File: src/rtl/mem_arbiter_pkg.sv
// Shared definitions for the single-port memory arbiter.
// Holds the word width inherited from the instruction length, the default
// wait-state count, the wait counter width and the FSM/owner encodings.
package mem_arbiter_pkg;

   localparam int INSTRUCTION_LEN   = 32;
   localparam int MEM_ACCESS_CYCLES = 2;
   localparam int CNT_W             = 4;   // enough for 1..15 wait states

   typedef enum logic [1:0] {
      ARB_IDLE = 2'd0,
      ARB_BUSY = 2'd1,
      ARB_DONE = 2'd2
   } arb_state_t;

   typedef enum logic {
      OWNER_FETCH = 1'b0,
      OWNER_DATA  = 1'b1
   } arb_owner_t;

endpackage

File: src/rtl/arb_wait_counter.sv
// Loadable down-counter that times the wait states of one memory access.
// Ports:
//   clk, rst  - clock, asynchronous active-low reset
//   load      - load load_val (has priority over en)
//   en        - decrement by one; holds at zero
//   load_val  - value loaded on load
//   count     - current count
//   zero      - count == 0
module arb_wait_counter
   import mem_arbiter_pkg::*;
(
   input  logic             clk,
   input  logic             rst,
   input  logic             load,
   input  logic             en,
   input  logic [CNT_W-1:0] load_val,
   output logic [CNT_W-1:0] count,
   output logic             zero
);

   assign zero = (count == '0);

   always_ff @(posedge clk or negedge rst) begin
      if (!rst)
         count <= '0;
      else if (load)
         count <= load_val;
      else if (en && !zero)
         count <= count - CNT_W'(1);
   end

endmodule

File: src/rtl/mem_arbiter.sv
// Single-port memory arbiter for the pipelined core. Shares one memory
// between the instruction fetch port (read-only) and the data port
// (read/write), data having strict priority. Each access spends
// ACCESS_CYCLES cycles in BUSY and one cycle in DONE, where a one-cycle
// ack is issued together with the registered read word.
// Ports:
//   clk, rst                 - clock, asynchronous active-low reset
//   i_req/i_addr             - fetch request and byte address
//   i_rdata/i_ack            - fetched word and completion pulse
//   d_req/d_we/d_addr/d_wdata- data request, direction, address, store data
//   d_rdata/d_ack            - loaded word (0 for stores) and completion pulse
//   mem_addr/mem_wdata       - memory address and write data
//   mem_read/mem_write       - memory enables
//   mem_rdata                - combinational memory read data
//   busy                     - high while an access is in flight (BUSY/DONE)
module mem_arbiter
   import mem_arbiter_pkg::*;
#(
   parameter int ACCESS_CYCLES = MEM_ACCESS_CYCLES,
   parameter int DATA_W        = INSTRUCTION_LEN
) (
   input  logic              clk,
   input  logic              rst,
   input  logic              i_req,
   input  logic [DATA_W-1:0] i_addr,
   output logic [DATA_W-1:0] i_rdata,
   output logic              i_ack,
   input  logic              d_req,
   input  logic              d_we,
   input  logic [DATA_W-1:0] d_addr,
   input  logic [DATA_W-1:0] d_wdata,
   output logic [DATA_W-1:0] d_rdata,
   output logic              d_ack,
   output logic [DATA_W-1:0] mem_addr,
   output logic [DATA_W-1:0] mem_wdata,
   output logic              mem_read,
   output logic              mem_write,
   input  logic [DATA_W-1:0] mem_rdata,
   output logic              busy
);

   arb_state_t        state, state_nxt;
   arb_owner_t        owner;
   logic [DATA_W-1:0] addr_q, wdata_q, rdata_q;
   logic              we_q;

   logic              grant_d, grant_i, cnt_load, cnt_en, capture;
   logic [CNT_W-1:0]  cnt;
   logic              cnt_zero;

   arb_wait_counter u_wait (
      .clk      (clk),
      .rst      (rst),
      .load     (cnt_load),
      .en       (cnt_en),
      .load_val (CNT_W'(ACCESS_CYCLES - 1)),
      .count    (cnt),
      .zero     (cnt_zero)
   );

   always_comb begin
      state_nxt = state;
      grant_d   = 1'b0;
      grant_i   = 1'b0;
      cnt_load  = 1'b0;
      cnt_en    = 1'b0;
      capture   = 1'b0;
      case (state)
         ARB_IDLE: begin
            if (d_req) begin
               grant_d   = 1'b1;
               cnt_load  = 1'b1;
               state_nxt = ARB_BUSY;
            end else if (i_req) begin
               grant_i   = 1'b1;
               cnt_load  = 1'b1;
               state_nxt = ARB_BUSY;
            end
         end
         ARB_BUSY: begin
            cnt_en = 1'b1;
            if (cnt_zero) begin
               capture   = !we_q;
               state_nxt = ARB_DONE;
            end
         end
         // DONE never samples requests: the requester sees ack this cycle
         // and may only change its operands afterwards.
         default: state_nxt = ARB_IDLE;
      endcase
   end

   always_ff @(posedge clk or negedge rst) begin
      if (!rst) begin
         state   <= ARB_IDLE;
         owner   <= OWNER_FETCH;
         addr_q  <= '0;
         wdata_q <= '0;
         we_q    <= 1'b0;
         rdata_q <= '0;
      end else begin
         state <= state_nxt;
         if (grant_d) begin
            owner   <= OWNER_DATA;
            addr_q  <= d_addr;
            wdata_q <= d_wdata;
            we_q    <= d_we;
         end else if (grant_i) begin
            owner   <= OWNER_FETCH;
            addr_q  <= i_addr;
            wdata_q <= '0;
            we_q    <= 1'b0;
         end
         if (capture)
            rdata_q <= mem_rdata;
      end
   end

   // Memory side is driven purely from registered state, so an async reset
   // mid-access kills mem_write in the same cycle.
   logic in_busy, in_done;
   assign in_busy = (state == ARB_BUSY);
   assign in_done = (state == ARB_DONE);

   assign busy      = in_busy || in_done;
   assign mem_addr  = in_busy ? addr_q  : '0;
   assign mem_wdata = in_busy ? wdata_q : '0;
   assign mem_read  = in_busy && !we_q;
   // Only the last wait cycle writes, so a store produces a single write edge.
   assign mem_write = in_busy && we_q && cnt_zero;

   assign i_ack   = in_done && (owner == OWNER_FETCH);
   assign d_ack   = in_done && (owner == OWNER_DATA);
   assign i_rdata = i_ack ? rdata_q : '0;
   assign d_rdata = (d_ack && !we_q) ? rdata_q : '0;

endmodule

File: config.mk
export PLATFORM = sky130hd
export DESIGN_NAME = mem_arbiter
export DESIGN_NICKNAME = d
export VERILOG_FILES = /design/src/rtl/mem_arbiter_pkg.sv /design/src/rtl/arb_wait_counter.sv /design/src/rtl/mem_arbiter.sv
export SDC_FILE = /design/constraint.sdc
export NUM_CORES = 1
export LEC_CHECK = 0
export BUFFER_PORTS_ARGS = -buffer_cell sky130_fd_sc_hd__buf_2
export CORE_MARGIN = 2
export CORE_UTILIZATION = 43
export CTS_BUF_LIST = sky130_fd_sc_hd__clkbuf_8
export DETAILED_ROUTE_END_ITERATION = 7
export PLACE_DENSITY = 0.79
export SYNTH_ARGS = -nofsm -noshare
export SYNTH_HDL_FRONTEND = slang
export SYNTH_SLANG_ARGS = --single-unit
File: constraint.sdc
create_clock -name clk -period 1.8 [get_ports clk]
set_clock_uncertainty 0.15 [all_clocks]
set_input_delay 0.18 -clock clk [delete_from_list [all_inputs] [get_ports clk]]
set_output_delay 0.18 -clock clk [all_outputs]
set_load 0.005 [all_outputs]
==> results of run 1 <==
## power by group through the flow
stage,logic (W),clock network [W],registers (W)
3_5_place_dp,0.00477,0,0.00412
3_3_place_gp,0.00461,0,0.00404
6_report,0.00776,0.00135,0.00422
2_1_floorplan,0.00312,0,0.00388
4_1_cts,0.00577,0.00140,0.00412
5_1_grt,0.00821,0.00150,0.00433
## worst max-delay path: stages, from the launching register on
cell,delay [ps]
dfrtp_2,450
ha_4,170
and2_4,150
nor2b_4,120
buf_12,160
and2_1,170
buf_2,130
## kinds of logic after synthesis
kind of cell             count (synthesis)  share of synthesized area
AND/OR/NAND/NOR                        242                     0.2582
flip-flops                             104                     0.4792
AO/OA/AOI/OAI                           76                     0.1196
buffers and inverters                   49                    0.04008
multiplexers                            33                    0.08915
adder cells (fa/ha/maj)                  6                    0.01382
## stage by stage
stage	TNS, ps	utilization	total power, W	hold slack (ps)
after detailed placement	-98.65	0.5654	0.008881	-54.54
after CTS	-22070	0.6909	0.01129	0.7281
after floorplan	0	-	0.006994	-265.6
final	-31340	0.7544	0.01333	16.00
after global routing	-48080	0.7544	0.01403	3.944
after global placement	0	0.5654	0.008656	-58.12
## cell usage in the layout, fill, tap and decap left out, types with 21 or more instances in the layout
cell           instances
nand3b_1              32
buf_6                 46
buf_4                 21
and2_4                38
nand2_1               66
and2_1                92
dlygate4sd3_1         95
dfrtp_1              103
buf_2                229
a22o_1                65
mux2_4                30
## layout make-up
class                      count  area, um^2  share of cell area
timing repair buffer         426        3546              0.3771
multi-input combinational    358        2833              0.3012
sequential                   104        2604              0.2769
tap                          172       215.2             0.02288
clock buffer                  11       151.4             0.01610
clock inverter                 4       30.03            0.003193
inverter                       6       22.52            0.002395
antenna                        1       2.502           0.0002661
## registers in the layout, indices dropped and copies added (netlist names)
name,cells
u_wait.count,4
rdata_q,32
we_q,1
wdata_q,32
addr_q,32
state,2
owner,1
## layer usage
layer / global-route usage / part of all wire / vias up
li1: - / - / 2521
met1: 0.3090 / 0.39 / 2658
met2: 0.4547 / 0.50 / 309
met3: 0.04930 / 0.073 / 53
met4: 0.07540 / 0.034 / 0
met5: 0 / 0 / -
## how the worst max path moves through the flow
stage	slack, ps	to
after floorplan	4	state[1]$_DFFE_PN0P_
after global placement	9	state[1]$_DFFE_PN0P_
after detailed placement	-50	u_wait.count[3]$_DFFE_PN0P_
after CTS	-240	i_rdata[17]
after global routing	-320	d_rdata[27]
final	-240	d_rdata[27]
## what timing repair did
action | CTS | global route
endpoints found under the hold margin | 195 | 0
resized for setup | 52 | 70
hold buffers | 95 | 0
pin swaps | 9 | 42
cloned | 5 | 24
buffers inserted | 12 | 10
setup endpoints to repair | 132 | 234
==> results.yml, run 1 <==
power_and_ir_drop:
  pwr-share-seq: 0.317
  switching_share: 0.3504
  combPwrFrac: 0.582
  vdd_drop_max_mv: 0.6627
  p_per_area_mw_per_mm2: 1418
  internal_power_w: 0.008662
  leakagePower_nw: 4.967
  power.switching_w: 0.004672
  p_clk_frac: 0.101
critical_path:
  start_kind: "flop"
  arrival_ps: 1710
  startpoint: "state[1]$_DFFE_PN0P_"
  r2r-start: "state[0]$_DFFE_PN0P_"
  crit_type: "reg -> out"
  critical_path_required_ps: 1470
  crit_fanout: 32
  worstRegToRegCells: 7
  endpoint_kind: "output pin"
  r2r_end: "rdata_q[1]$_DFFE_PN0P_"
  ff2ff_setup_slack_ps: -170
finish:
  layout-drive-gt1-share: 0.4818
  n_fill_cell: 780
  fin_area_mm2: 0.009404
  layout-area-overhead-vs-synth_pct: 73.14
  final_cell_count_no_fill: 1082
  final_nets: 1044
synth:
  dominantRegCellSynth: "dfrtp_1"
  synth_top_area_frac: 0.4792
  synth.area.top_cells: "dfrtp_1 (48%), and2_1 (15%), a22o_1 (10%), mux2_4 (8.3%), nand2_1 (4.6%)"
  synthTopCellsByCount: "and2_1 (130), dfrtp_1 (104), nand2_1 (66), a22o_1 (65), nand3b_1 (32)"
  post-synth-top-count-cell: "and2_1"
  yosysUniqueCellTypes: 32
  synthesis.area_mm2: 0.005431
  synth_nets: 649
  synth-seq-cells: 104
  yosys_warnings: 0
  synth-edff-count: 0
  syn_avg_cell_area_um2: 10.65
  async_reset_ff_frac: 1.000
  syn_inst: 510
  synth_area_leader_cell: "dfrtp_1"
  synth-seq-area-share: 0.4792
timing:
  fin_ws_ps: -241.4
  rsz0062_at_grt: "true"
  drv_slew: 0
  fmax_mhz: 489.9
  period_share: 1.134
  setup_viol: 230
  worstMarginPinSlew_ps: 420.1
  finalCriticalPeriod_ps: 2041
  finalHoldViolations: 0
  slew-limit-headroom: 0.7189
drt:
  wirelength_um: 20790
  drt_iter0_drc: 345
  drc: 0
  drtPass1Iterations: 4
  detail_route.vias_per_cell: 5.121
  ant_nets: 0
  wl_per_cell_um: 19.22
  vias: 5541
die:
  coreArea_mm2: 0.01247
  die_area_mm2: 0.01355
  rows: 41
  io_pins: 266
  die_w_um: 116.4
  start_util: 0.4357
  die_y_um: 116.4
placed_design:
  gp_congestion: 0.7962
  dp_slack_ps: -52.43
  place_area_mm2: 0.007048
  dp.cells: 924
  portBuffers: 265
  dp_hpwl_um: 10410
grt:
  grt_max_degree: 65
  grt_pass1_wl_um: 26470
  gr-usage-all-layers: 0.2532
  antenna_found_initial: 1
  grt_pass1_vias: 5229
  grt_overflow: 0
clocking:
  clkLatencyLatePin_ps: 350
  cts_root_buf: "clkbuf_8"
  clockBufferDepth: 2
  numClockSinks: 104
  cts_tree: "done"
  clkTransAtPathRegs_ps: 90
  cts_buffers: 9
  cts_htree_levels: 3
min_path:
  worstHoldStart: "d_addr[30]"
  min_path_cells: 4
  min_path_type: "in -> reg"
  hold-path-endpoint: "addr_q[30]$_DFFE_PN0P_"
run_status:
  violations: "negative setup slack"
  status: "complete, but fails checks"
run:
  drv_cap: 0
No activity file was read; power rests on OpenSTA's default activity.
==> run 2, diff against run 1 <==
Settings changed: CELL_PAD_IN_SITES_DETAIL_PLACEMENT set to 1, CELL_PAD_IN_SITES_GLOBAL_PLACEMENT set to 2, CORE_UTILIZATION 43 to 25, PLACE_DENSITY 0.79 to not set, PLACE_DENSITY_LB_ADDON set to 0.1.
==> run 2 against run 1 <==
Against the previous run: the flow still finishes with violations (negative setup slack); count of clock-buffer cells in the layout fell by 2; global-route usage fell by 8.6 points; sequential power fell by 2%; hold slack improved by 6.1 ps; design area fell by 4.0%; die area rose by 69%; non-clock buffer count fell by 2; critical path depth rose by 1; largest cell class unchanged; highest routed layer unchanged.
==> results.yml, run 2 (synthesis gave the netlist of run 1 again) <==
timing:
  slew-limit-headroom: 0.5979
  worstMarginPinSlew_ps: 603.2
  period_share: 1.131
  fin_ws_ps: -235.1
  finalCriticalPeriod_ps: 2035
  setup_viol: 163
  drv_slew: 0
  finalHoldViolations: 0
  rsz0062_at_grt: "true"
  fmax_mhz: 491.4
critical_path:
  crit_type: "reg -> out"
  critical_path_required_ps: 1470
  crit_fanout: 32
  arrival_ps: 1710
  endpoint_kind: "output pin"
  start_kind: "flop"
placed_design:
  place_area_mm2: 0.007214
  gp_congestion: 0.7109
  dp.cells: 1030
  dp_hpwl_um: 12570
  portBuffers: 265
finish:
  final_cell_count_no_fill: 1180
  antennaDiodeCount: 0
  layout-area-overhead-vs-synth_pct: 66.21
  mostFrequentLayoutCells: "buf_2 (247), dlygate4sd3_1 (124), and2_1 (112)"
  final_nets: 1041
  reg_top3: "addr_q x32, rdata_q x32, wdata_q x32"
  fin_area_mm2: 0.009027
  layout-drive-gt1-share: 0.4177
  layout_commonest_cell: "buf_2"
power_and_ir_drop:
  internal_power_w: 0.007432
  switching_share: 0.3479
  p_clk_frac: 0.126
  pwr-share-seq: 0.362
  combPwrFrac: 0.513
  power.switching_w: 0.003966
  p_per_area_mw_per_mm2: 1263
  vdd_drop_max_mv: 0.4262
  leakagePower_nw: 4.770
drt:
  drtPass1Iterations: 4
  drt_iter0_drc: 131
  ant_nets: 0
  detail_route.vias_per_cell: 4.436
  wl_per_cell_um: 16.30
  vias: 5234
  drc: 0
  wirelength_um: 19230
run:
  drv_cap: 0
die:
  start_util: 0.2568
  die_w_um: 151.4
  io_pins: 266
  die_y_um: 151.4
  rows: 53
  coreArea_mm2: 0.02115
  die_area_mm2: 0.02292
clocking:
  clkLatencyLatePin_ps: 370
  numClockSinks: 104
  cts_tree: "done"
  cts_root_buf: "clkbuf_8"
  cts_htree_levels: 3
  cts_buffers: 9
  clkTransAtPathRegs_ps: 100
  clockBufferDepth: 2
grt:
  antenna_found_initial: 0
  grt_pass1_vias: 5632
  grt_pass1_wl_um: 29670
  grt_overflow: 0
  grt_max_degree: 105
  gr-usage-all-layers: 0.1676
min_path:
  min_path_type: "in -> reg"
run_status:
  status: "complete, but fails checks"
  violations: "negative setup slack"
-- run 2: layout make-up --
cell class              instances  area, um^2
well taps                     275       344.1
clock inverters                 5       52.55
repair buffers                424        3137
clock buffers                   9       123.9
fillers                      2434       12130
flip-flops and latches        104        2603
inverters                       6       22.52
multi-input cells             357        2745
-- run 2: final timing paths --
check	endpoint	depth (start not counted)	slack (ps)	start
worst max-delay path	d_rdata[3]	7	-240	state[0]$_DFFE_PN0P_
worst min-delay path	addr_q[7]$_DFFE_PN0P_	4	20	i_addr[7]
worst max register to register	rdata_q[9]$_DFFE_PN0P_	6	-90	state[1]$_DFFE_PN0P_
worst min register to register	wdata_q[29]$_DFFE_PN0P_	1	350	wdata_q[29]$_DFFE_PN0P_
max in group asynchronous	state[1]$_DFFE_PN0P_	3	770	rst
min in group asynchronous	rdata_q[13]$_DFFE_PN0P_	3	240	rst
-- run 2: routing by layer --
metal | global-route usage | wire (um) | part of all wire | up-vias
met5 | 0 | 0 | 0 | -
met4 | 0.05280 | 244 | 0.013 | 0
met3 | 0.03705 | 1263 | 0.066 | 14
met2 | 0.3011 | 9982 | 0.52 | 165
met1 | 0.1980 | 7742 | 0.40 | 2553
li1 | - | - | - | 2502
-- run 2: metrics by stage --
step	setup slack, ps	setup TNS (ps)	hold slack [ps]	utilization	total power (W)
5_1_grt	-350.0	-42260	31.89	0.4267	0.01237
3_5_place_dp	-23.06	-23.06	155.1	0.3410	0.009172
4_1_cts	-265.9	-29930	1.908	0.4252	0.01152
2_1_floorplan	4.383	0	-265.6	-	0.006994
3_3_place_gp	10.33	0	149.6	0.3410	0.009015
6_report	-235.1	-23570	22.08	0.4267	0.01140
-- run 2: critical path, stage by stage, from the launching register on --
cell     delay [ps]
dfrtp_1         400
inv_2            80
ha_4            130
and2_4          130
nor2b_4         150
buf_12          170
and2_1          150
buf_2           110
-- run 2: power by group through the flow --
stage	Sequential (W)	Combinational, W	Clock [W]
5_1_grt	0.00428	0.00646	0.00163
2_1_floorplan	0.00388	0.00312	0
3_3_place_gp	0.00408	0.00494	0
6_report	0.00412	0.00584	0.00143
3_5_place_dp	0.00412	0.00505	0
4_1_cts	0.00411	0.00589	0.00152
-- run 2: what timing repair did --
| action | in CTS | in global routing |
|---|---|---|
| endpoints found under the hold margin | 201 | 0 |
| hold buffers | 124 | 0 |
| gates resized for setup | 44 | 15 |
| endpoints found under the setup margin | 134 | 232 |
| pin swaps | 12 | 0 |
| gates cloned | 4 | 1 |
| setup buffers | 9 | 0 |
==> run 3, diff against run 2 <==
Settings changed: GPL_TIMING_DRIVEN set to 0.
==> run 3 against run 2 <==
Against the previous run: the run still ends with negative setup slack left; clock power grew 7%; power rose by 11%; critical path type unchanged; design area rose by 7.8%; sequential power hardly changed; combinational power is 19% higher; wire length up 5.3%; via count rose by 3.0%; hold slack about the same; register-to-register slack worse by 170 ps; die area is the same; critical path depth grew 1; flip-flop and latch count stayed put.
==> results.yml, run 3 (synthesis gave the netlist of run 1 again) <==
drt:
  vias: 5393
  wl_per_cell_um: 16.53
  drc: 0
  ant_nets: 0
  drt_iter0_drc: 148
  drtPass1Iterations: 4
  wirelength_um: 20250
  detail_route.vias_per_cell: 4.402
grt:
  antenna_found_initial: 0
  grt.busiest_layer: "met2"
  met3_usage: 0.04187
  grt_max_degree: 62
  grtUsageMet1: 0.2084
  grt_pass1_vias: 5907
  gr-usage-all-layers: 0.1766
  grt_util_met2: 0.3195
  grt_pass1_wl_um: 31370
  grt_overflow: 0
run_status:
  violations: "negative setup slack"
  status: "complete, but fails checks"
critical_path:
  critical_path_required_ps: 1470
  crit_fanout: 7
  path_depth: 8
  max_stage_delay_ps: 420
  endpoint_kind: "output pin"
  cp_slowest_cell: "dfrtp_1"
  crit_family: "buffers and inverters"
  crit_type: "reg -> out"
  r2r_end: "rdata_q[16]$_DFFE_PN0P_"
  crit_chain: "buf_6 -> ha_4 -> and2_4 -> nor2b_4 -> buf_12 -> clkbuf_16 -> and2_1 -> buf_2"
  worstRegToRegCells: 8
  arrival_ps: 1900
  r2r-start: "state[0]$_DFFE_PN0P_"
  crit_buf_inv: 4
  start_kind: "flop"
  ff2ff_setup_slack_ps: -260
placed_design:
  dp_hpwl_um: 13940
  portBuffers: 264
  gp_congestion: 0.7038
finish:
  layout-drive-gt1-share: 0.4611
  antennaDiodeCount: 0
  layout_commonest_cell: "buf_2"
  final_nets: 1084
  finalCoreUtilization: 0.4600
  mostFrequentLayoutCells: "buf_2 (232), dlygate4sd3_1 (127), dfrtp_1 (104)"
  layout-area-overhead-vs-synth_pct: 79.18
  reg_top3: "addr_q x32, rdata_q x32, wdata_q x32"
timing:
  rsz0062_at_grt: "true"
  setup_viol: 221
  fmax_mhz: 448.8
  finalHoldViolations: 0
  finalCriticalPeriod_ps: 2228
  period_share: 1.238
  drv_slew: 0
  fin_ws_ps: -428.1
  slew-limit-headroom: 0.5819
  setup_tns_ps: -43340
  worstMarginPinSlew_ps: 627.2
die:
  io_pins: 266
  die_w_um: 151.4
  rows: 53
  start_util: 0.2568
  die_area_mm2: 0.02292
  coreArea_mm2: 0.02115
  die_y_um: 151.4
clocking:
  numClockSinks: 104
  cts_htree_levels: 3
  clkLatencyLatePin_ps: 370
  cts_root_buf: "clkbuf_8"
  cts_tree: "done"
  clkTransAtPathRegs_ps: 100
  cts_buffers: 9
  clockBufferDepth: 2
power_and_ir_drop:
  vdd_drop_max_mv: 0.3636
  p_per_area_mw_per_mm2: 1298
  power_w: 0.01263
  leakagePower_nw: 5.088
min_path:
  min_path_type: "in -> reg"
  min_path_cells: 4
  worstHoldStart: "i_addr[7]"
  hold-path-endpoint: "addr_q[7]$_DFFE_PN0P_"
run:
  drv_cap: 0
## run 3: how the worst max path moves through the flow
| stage | from | endpoint | slack [ps] |
|---|---|---|---|
| after floorplan | u_wait.count[0]$_DFFE_PN0P_ | state[1]$_DFFE_PN0P_ | 4 |
| after global placement | rst | wdata_q[3]$_DFFE_PN0P_ | -920 |
| after detailed placement | state[1]$_DFFE_PN0P_ | mem_addr[29] | -640 |
| after CTS | state[0]$_DFFE_PN0P_ | d_rdata[25] | -410 |
| after global routing | state[1]$_DFFE_PN0P_ | d_rdata[25] | -520 |
| final | state[1]$_DFFE_PN0P_ | d_rdata[11] | -430 |
## run 3: what timing repair did
action,CTS,global route
gates resized for setup,130,65
buffers inserted,21,1
hold buffers,127,0
hold endpoints to repair,140,0
gates cloned,10,1
pin swaps,20,0
endpoints found under the setup margin,234,233
## run 3: final cells by class
| class | count | area [um^2] |
|---|---|---|
| clock inverter | 7 | 71.32 |
| sequential | 104 | 2603 |
| fill | 2415 | 11420 |
| multi-input combinational | 358 | 2811 |
| tap | 275 | 344.1 |
| buffer | 42 | 441.7 |
| timing repair buffer | 424 | 3314 |
| clock buffer | 9 | 123.9 |
| inverter | 6 | 22.52 |
## run 3: per-stage QoR
stage	area, um^2	setup WS (ps)	instances	hold WS (ps)
global route	9732	-523.9	1225	17.12
detailed placement	7134	-635.1	1050	92.73
CTS	9477	-412.7	1223	0.3730
finish	9732	-428.1	1225	21.99
floorplan	5439	4.383	510	-265.6
global placement	7104	-921.5	1049	250.1
## run 3: report_power, final
part	leakage, nW	internal, W	switching (W)
combinational	3.71	0.00424	0.00272
clock	0.0974	0.000647	0.000883
sequential	1.28	0.00343	0.000717
## run 3: worst min-delay path: cells and delay by family
kind	cells	cell delay (ps)
and+or+nand+nor	2	130
AOI/OAI and AO/OA	1	120
buffers and inverters	1	80
## run 3: layer usage
layer	part of all wire	vias up
met5	0	-
met4	0.014	0
met3	0.060	19
met2	0.52	164
met1	0.41	2616
li1	-	2594
